File: src/rtl/phase_sequencer.sv
// Clocked 8-phase instruction sequencer with memory-ready stall/timeout, HALTED state and sticky errors.
// Optional single-step input enabled by defining PHASE_SEQ_SINGLE_STEP_EN.
module phase_sequencer #(
   parameter int unsigned OPC_W       = 3,
   parameter int unsigned RDY_TIMEOUT = 15
) (
   input  logic             clk,
   input  logic             rst_n,
   input  logic [OPC_W-1:0] opcode,
   input  logic             zero,
   input  logic             mem_rdy,
   input  logic             go,
`ifdef PHASE_SEQ_SINGLE_STEP_EN
   input  logic             step,
`endif
   output logic             sel,
   output logic             rd,
   output logic             ld_ir,
   output logic             inc_pc,
   output logic             halt,
   output logic             ld_pc,
   output logic             data_e,
   output logic             ld_ac,
   output logic             wr,
   output logic [2:0]       phase,
   output logic             halted,
   output logic             err_illegal,
   output logic             err_timeout
);

   // A zero-width counter is not legal, so keep one bit when the timeout is disabled
   localparam int unsigned CNT_W = (RDY_TIMEOUT > 0) ? $clog2(RDY_TIMEOUT + 1) : 1;

   typedef enum logic {S_RUN = 1'b0, S_HALTED = 1'b1} state_t;

   state_t           r_state, w_state_nxt;
   logic [2:0]       r_phase, w_phase_nxt;
   logic [CNT_W-1:0] r_cnt, w_cnt_nxt;
   logic             r_err_illegal, w_err_illegal_nxt;
   logic             r_err_timeout, w_err_timeout_nxt;
   logic             r_step, w_step_nxt;

   logic       w_legal;
   logic [2:0] w_op3;
   logic       w_h, w_a, w_z, w_j, w_s;
   logic       w_stall, w_timeout;

   assign w_op3 = opcode[2:0];

   if (OPC_W > 3) begin : g_wide_opc
      assign w_legal = (opcode[OPC_W-1:3] == '0);
   end else begin : g_narrow_opc
      assign w_legal = 1'b1;
   end

   assign w_h = w_legal & (w_op3 == 3'd0);
   assign w_a = w_legal & (w_op3 >= 3'd2) & (w_op3 <= 3'd5);
   assign w_z = w_legal & (w_op3 == 3'd1) & zero;
   assign w_j = w_legal & (w_op3 == 3'd7);
   assign w_s = w_legal & (w_op3 == 3'd6);

   assign w_stall = (r_state == S_RUN) & ~mem_rdy &
                    ((r_phase == 3'd1) | ((r_phase == 3'd5) & w_a) | ((r_phase == 3'd7) & w_s));
   assign w_timeout = w_stall & (RDY_TIMEOUT != 0) & (r_cnt == CNT_W'(RDY_TIMEOUT));

   always_ff @(posedge clk or negedge rst_n) begin
      if (!rst_n) begin
         r_state       <= S_RUN;
         r_phase       <= 3'd0;
         r_cnt         <= '0;
         r_err_illegal <= 1'b0;
         r_err_timeout <= 1'b0;
         r_step        <= 1'b0;
      end else begin
         r_state       <= w_state_nxt;
         r_phase       <= w_phase_nxt;
         r_cnt         <= w_cnt_nxt;
         r_err_illegal <= w_err_illegal_nxt;
         r_err_timeout <= w_err_timeout_nxt;
         r_step        <= w_step_nxt;
      end
   end

   // Next state: halting events leave phase at 0 so a resume restarts a fetch
   always_comb begin
      w_state_nxt       = r_state;
      w_phase_nxt       = r_phase;
      w_cnt_nxt         = '0;
      w_err_illegal_nxt = r_err_illegal;
      w_err_timeout_nxt = r_err_timeout;
      w_step_nxt        = r_step;
      case (r_state)
         S_RUN: begin
            if ((r_phase == 3'd4) && !w_legal) begin
               w_state_nxt       = S_HALTED;
               w_phase_nxt       = 3'd0;
               w_err_illegal_nxt = 1'b1;
               w_step_nxt        = 1'b0;
            end else if ((r_phase == 3'd4) && w_h) begin
               w_state_nxt = S_HALTED;
               w_phase_nxt = 3'd0;
               w_step_nxt  = 1'b0;
            end else if (w_timeout) begin
               w_state_nxt       = S_HALTED;
               w_phase_nxt       = 3'd0;
               w_err_timeout_nxt = 1'b1;
               w_step_nxt        = 1'b0;
            end else if (w_stall) begin
               w_cnt_nxt = r_cnt + CNT_W'(1);
            end else begin
               w_phase_nxt = r_phase + 3'd1;
               if ((r_phase == 3'd7) && r_step) begin
                  w_state_nxt = S_HALTED;
                  w_step_nxt  = 1'b0;
               end
            end
         end
         S_HALTED: begin
            w_phase_nxt = 3'd0;
            if (!r_err_illegal && !r_err_timeout) begin
               if (go) begin
                  w_state_nxt = S_RUN;
                  w_step_nxt  = 1'b0;
               end
`ifdef PHASE_SEQ_SINGLE_STEP_EN
               else if (step) begin
                  w_state_nxt = S_RUN;
                  w_step_nxt  = 1'b1;
               end
`endif
            end
         end
         default: begin
            w_state_nxt = S_HALTED;
            w_phase_nxt = 3'd0;
         end
      endcase
   end

   // Datapath strobes decoded from the current phase; silent while halted
   always_comb begin
      sel    = 1'b0;
      rd     = 1'b0;
      ld_ir  = 1'b0;
      inc_pc = 1'b0;
      halt   = 1'b0;
      ld_pc  = 1'b0;
      data_e = 1'b0;
      ld_ac  = 1'b0;
      wr     = 1'b0;
      if (r_state == S_RUN) begin
         case (r_phase)
            3'd0: sel = 1'b1;
            3'd1: begin
               sel = 1'b1;
               rd  = 1'b1;
            end
            3'd2, 3'd3: begin
               sel   = 1'b1;
               rd    = 1'b1;
               ld_ir = 1'b1;
            end
            3'd4: begin
               inc_pc = 1'b1;
               halt   = w_h;
            end
            3'd5: rd = w_a;
            3'd6: begin
               rd     = w_a;
               inc_pc = w_z;
               ld_pc  = w_j;
               data_e = w_s;
            end
            default: begin
               rd     = w_a;
               ld_pc  = w_j;
               data_e = w_s;
               ld_ac  = w_a;
               wr     = w_s;
            end
         endcase
      end
   end

   assign phase       = r_phase;
   assign halted      = (r_state == S_HALTED);
   assign err_illegal = r_err_illegal;
   assign err_timeout = r_err_timeout;

endmodule

File: config.mk
export PLATFORM = sky130hd
export DESIGN_NAME = phase_sequencer
export DESIGN_NICKNAME = d
export VERILOG_FILES = /design/src/rtl/phase_sequencer.sv
export SDC_FILE = /design/constraint.sdc
export NUM_CORES = 1
export LEC_CHECK = 0
export ABC_AREA = 0
export CAP_MARGIN = 40
export CORE_MARGIN = 1.5
export CORE_UTILIZATION = 51
export CTS_BUF_LIST = sky130_fd_sc_hd__clkbuf_4
export CTS_CLUSTER_SIZE = 20
export DETAILED_ROUTE_END_ITERATION = 10
export GPL_ROUTABILITY_DRIVEN = 0
export HOLD_SLACK_MARGIN = 0.12
export PLACE_DENSITY_LB_ADDON = 0.05
export REMOVE_ABC_BUFFERS = 1
export SYNTH_ARGS = -nofsm -noshare
export SYNTH_HDL_FRONTEND = slang
export SYNTH_SLANG_ARGS = --single-unit
File: constraint.sdc
create_clock -name clk -period 2.8 [get_ports clk]
set_input_delay 0.56 -clock clk [delete_from_list [all_inputs] [get_ports clk]]
set_output_delay 0.56 -clock clk [all_outputs]
set_load 0.03 [all_outputs]
== Word-level counts from Yosys, hierarchy flattened ==
Cells that the tools add are included.
Operators by class
  reductions and logical operators: 13
  equal/unequal tests: 15
  add/subtract/negate cells: 2
  $lt $le $gt $ge: 2
  bitwise gates (word level): 12
  multiplexer cells: 40
Operators by type and width (number)
  two-way mux 1 bit: 28
  == test 3 bit, second input constant: 6
  two-way mux 4 bit: 4
  two-way mux 3 bit: 3
  case mux 1 bit (2 select lines): 4
  bitwise AND 1 bit: 7
  OR reduction 7 bit: 1
  == test 3 x 1 -> 1 bit, second input constant: 2
  == test 3 x 2 -> 1 bit, second input constant: 2
  logical NOT 3 bit: 2
  case mux 3 bit (2 select lines): 1
  OR reduction 6 bit: 1
  adder 4 x 1 -> 4 bit, second input constant: 1
  == test 4 bit, second input constant: 1
  != test 4 x 2 -> 1 bit, second input constant: 1
  != test 4 x 3 -> 1 bit, second input constant: 1
  AND reduction 4 bit: 1
  OR reduction 2 bit: 2
  OR reduction 4 bit: 1
  adder 3 x 1 -> 3 bit, second input constant: 1
  >= comparator 3 x 2 -> 1 bit, second input constant: 1
  <= comparator 3 bit, second input constant: 1
  inverter 1 bit: 3
  AND reduction 3 bit: 1
  6 further kinds: 8
Storage, ports and cells
  word-level logic and storage cells: 89
  bits in registers: 10
  output and inout port bits: 15
  input bits: 8

== Logic depth before layout (Yosys ltp) ==
  word-level depth: 10
  gate-level depth with buffers: 6
  depth with buffers taken out: 6

== Least setup slack after synthesis ==
No wires, ideal clock.
  kind: register to output
  start point: register r_phase[2], in the netlist phase[2]
  end point: output port wr
  required time: 2.240 ns
  path slack: 0.170 ns
  cell stages (with the launch flop): 6
  arrival: 2.070 ns
  buffers on the path: 0
  cells stage by stage: dfrtp_1 inv_1 ha_1 nor4_1 nand3_1 nor3_1
Between the ends
  word-level cells in the longest chain between the ends: 4
  elaborated cells on any way between the ends: 10
  those cells by class: eq/ne (6); mux (2); reduce/logical (2)
RTL lines
  start, declared: RTL line 37  | logic [2:0] r_phase, w_phase_nxt;
  start signal, assigned: RTL line 76  | r_phase <= w_phase_nxt;
  == test 3 x 1 -> 1 bit (tied with other cells): RTL line 152  | case (r_phase)
  OR reduction 7 bit (no line) *
  two-way mux 1 bit *: RTL line 152
  two-way mux 1 bit *: RTL line 151  | if (r_state == S_RUN) begin
  end, declared: RTL line 24  | output logic wr,
Every way passes the cells marked *; elsewhere a longest branch is shown, timed or not.

== Worst setup path in the final report ==
  start point: register r_phase[0], in the netlist phase[0]
  end point: output port ld_ac
Between the ends
  word-level cells in the longest chain between the ends: 4
  elaborated cells on any way between the ends: 10
  those cells by class: eq/ne (6); mux (2); reduce/logical (2)
RTL lines
  == test 3 x 1 -> 1 bit (tied with other cells): RTL line 152
  OR reduction 7 bit (no line) *
  two-way mux 1 bit *: RTL line 152
  two-way mux 1 bit *: RTL line 151
  end, declared: RTL line 23  | output logic ld_ac,
Marks and branches as above.

==> results list <==
- Once detail routing completed, the nets flagged for antenna violations numbered 0.
* Final layout net count: approximately 120
* Global-route wire length before repair: 2310 um
- Buffers inserted during post-CTS setup optimization: 0
- Clock tree from TritonCTS: done
* Final setup fails: 0
- Primary flip-flop cell chosen by synthesis mapping: sky130_fd_sc_hd__dfrtp_1
- The initial antenna violation count is 0.
* Leading cell types by total area after synthesis: sky130_fd_sc_hd__dfrtp_1 (31%), sky130_fd_sc_hd__ha_1 (12%), sky130_fd_sc_hd__nor2_1 (5.2%), sky130_fd_sc_hd__mux2i_1 (4.2%), sky130_fd_sc_hd__nor4b_2 (4.2%)
- Entering global routing, the biggest net connects 12 pins.
* Post-synth top cells: sky130_fd_sc_hd__nor2_1 (10), sky130_fd_sc_hd__dfrtp_1 (9), sky130_fd_sc_hd__ha_1 (7), sky130_fd_sc_hd__nand2_1 (6), sky130_fd_sc_hd__inv_1 (4)
- At the placement stage, the worst setup path has a slack of 27.1 ps.
* Leakage power of the design: 0.475 nW
- The initialized floorplan defines 13 standard-cell rows.
- Via count of the first global-routing pass: around 530
- In this run, post-CTS hold repair placed 0 buffers.
- Core region area: 1320 um^2
* Summed instance area of the synthesized netlist: 723 um^2
* RSZ-0062 raised after global routing: no
- In this run the number of H-tree levels came out at 1.
* DRT iter0 DRCs: 6
- The final layout contains routed wiring with a total length of 1560 um.
* Share of cells above drive strength 1: between 20% and 30%
- Met3 wire length: 85 um
* Top metal layer carrying routed signals: met3
- Total area of multi-input combinational cells: 453 um^2
* Top-area cell type share of the netlist area: about 31%
- From synthesis to final layout, the design area changed by 33.6%.
* Hold Worst Slack: around 500 ps
- Wl on met1: 733 um
- In this run, synthesis produced a sequential element count of 9.
- Residual DRC: 0
- Total global routing track utilization: between 20% and 30%
- Effective utilization at floorplan: ~55%
- In this run the worst path has a maximum fanout of 6.
- Number of distinct library cells after synthesis: 35
- Depth of the worst register-to-register path: 7
- Combined flip-flop and latch cell area: 225 um^2
- Across the run, the number of max-cap violations was 0.
* Worst hold path cell count: 2
* Fin. max-slew vios: 0
- Async set or reset register ratio after synthesis: between 90% and 100%
* Max Clock Freq: ~0.38 GHz
- Top cell type by total area after synthesis: sky130_fd_sc_hd__dfrtp_1
* Total gr overflow: 0
- Final HPWL from detailed placement: between 1000 and 1500 um
- STA classifies the critical path startpoint as a register.
- For this run, the detailed router's first-pass iteration total came to 4.
- WL met2: 745 um
- Count of flip-flops with a built-in enable after synthesis: 0
* Synthesized instance count: 75
- Fill cells: about 110
- The cell sitting at the root of the clock tree is a sky130_fd_sc_hd__clkbuf_4.
- In this run the count of I/O pins placed on the die edge is 23.
- Element type at the critical path end: output pin
- In the finished design, the share of the clock period the worst path needs comes to 93.1%.
* Overall power: about 0.00085 W
* Run status: finished, final reports clean
- Number of antenna repair diodes: 0
- The critical path in this run is classified as reg -> out.
* Reg2Reg Setup Slack: 1000 ps
- Sequential cells were found to cover between 30% and 40% of the synthesized design area.
- Setup slack on the critical path of the routed design comes to 193 ps.
* Average cell area after synthesis: 9.64 um^2
- After routing, the total negative slack on setup checks comes to 0 ps.
* Clock skew: between 10 and 15 ps
- Subtracting the final worst setup slack from the clock period gives 2610 ps.
- Routed vias: about 660
* Number of buffers on the longest clock path: 2
- Most common cell in the synthesized netlist: sky130_fd_sc_hd__nor2_1
- The worst-case IR drop observed on VDD is 0.648 mV.
- The die is 40.7 um wide.
- Dividing the detail-routed wire length by the instance count gives about 13 um.
- Die boundary height: 40.7 um
- Total Die Area: 1650 um^2
- Clock-pin slew was measured on the worst setup and hold paths at roughly 70 ps.
* Signal arrival time at the worst endpoint: ~2000 ps
- The hold violation total from the final report came to 0.
* Power per Cell Area: 878 nW/um^2
- Latest clock arrival within the worst-skew pair: 270 ps
- Min-Delay Path Class: reg -> reg
- Clock Sinks: 9
* Req. time, crit path: 2240 ps
- TritonCTS created 3 clock buffers.
- Number of warnings reported in the yosys synthesis log: 0
- Input/output buffers: 21
- Average via count per standard cell: 5.66
## repair_timing
action / in CTS / in global routing
gates resized for setup: 4 / 8
pin swaps: 0 / 0
endpoints found under the setup margin: 4 / 4
## worst paths after layout
kind,start,to
max,phase[0],ld_ac
min,err_timeout,err_timeout
max reg2reg,phase[0],phase[0]
min reg2reg,err_timeout,err_timeout
max in group asynchronous,rst_n,r_cnt[3]
min in group asynchronous,rst_n,phase[2]
## placed cells by master (no fill, tap or decap), drive strengths merged, types with 2 or more instances in the layout
cell type	instances
mux2i	3
clkdlybuf4s50	13
nand2b	2
buf	8
nor2	10
nand3	2
nor4b	2
nand2	7
clkbuf	6
nor3b	3
o21ai	4
nor3	2
inv	4
nor4	3
ha	7
dfrtp	9
## registers in the layout, indices dropped and copies added, names as in the netlist
signal / flops
r_cnt: 4
phase: 3
err_timeout: 1
halted: 1
## cell families (layout without fill, tap and decap cells)
group | after synthesis | in the layout | synth area share, %
DFF | 9 | 9 | 31.1
other | 1 | 1 | 0.519
and+or+nand+nor | 34 | 34 | 28.0
buffers and inverters | 7 | 34 | 6.23
adders and majority gates | 7 | 7 | 12.1
xor gates and xnor gates | 2 | 2 | 2.42
muxes | 3 | 3 | 4.15
AOI/OAI and AO/OA | 12 | 12 | 15.4
## power by group
| group | total (W) | internal, W | leakage, nW | switching [W] |
|---|---|---|---|---|
| Combinational | 0.000560 | 0.000233 | 0.342 | 0.000327 |
| Sequential | 0.000188 | 0.000158 | 0.115 | 0.0000296 |
| Clock | 0.000101 | 0.0000527 | 0.0177 | 0.0000479 |
## area by class of cell
type	count	area share (%)
clock buffer	3	2.33
tap	15	1.94
inverter	4	1.55
timing repair buffer	26	23.4
sequential	9	23.3
multi-input combinational	59	46.9
clock inverter	1	0.518
## stage by stage
stage / util (%) / cell area (um^2) / std cells
CTS: 74.0 / 975 / 117
finish: 73.3 / 966 / 117
detailed placement: 72.3 / 952 / 113
global route: 73.3 / 966 / 117
floorplan: - / 693 / 72
global placement: 72.3 / 952 / 113
## metal layers
metal | vias up | global-route usage (%)
li1 | 326 | -
met1 | 318 | 28.9
met2 | 18 | 34.5
met3 | 0 | 9.78
met4 | 0 | 0
met5 | - | 0
## critical path: stages, from the launching register on
cell	delay [ps]
sky130_fd_sc_hd__dfrtp_1	440
sky130_fd_sc_hd__ha_1	250
sky130_fd_sc_hd__ha_1	220
sky130_fd_sc_hd__nor4_1	250
sky130_fd_sc_hd__nor3b_1	210
sky130_fd_sc_hd__dlygate4sd2_1	410
Note: power is estimated with default switching activity, not from simulation.
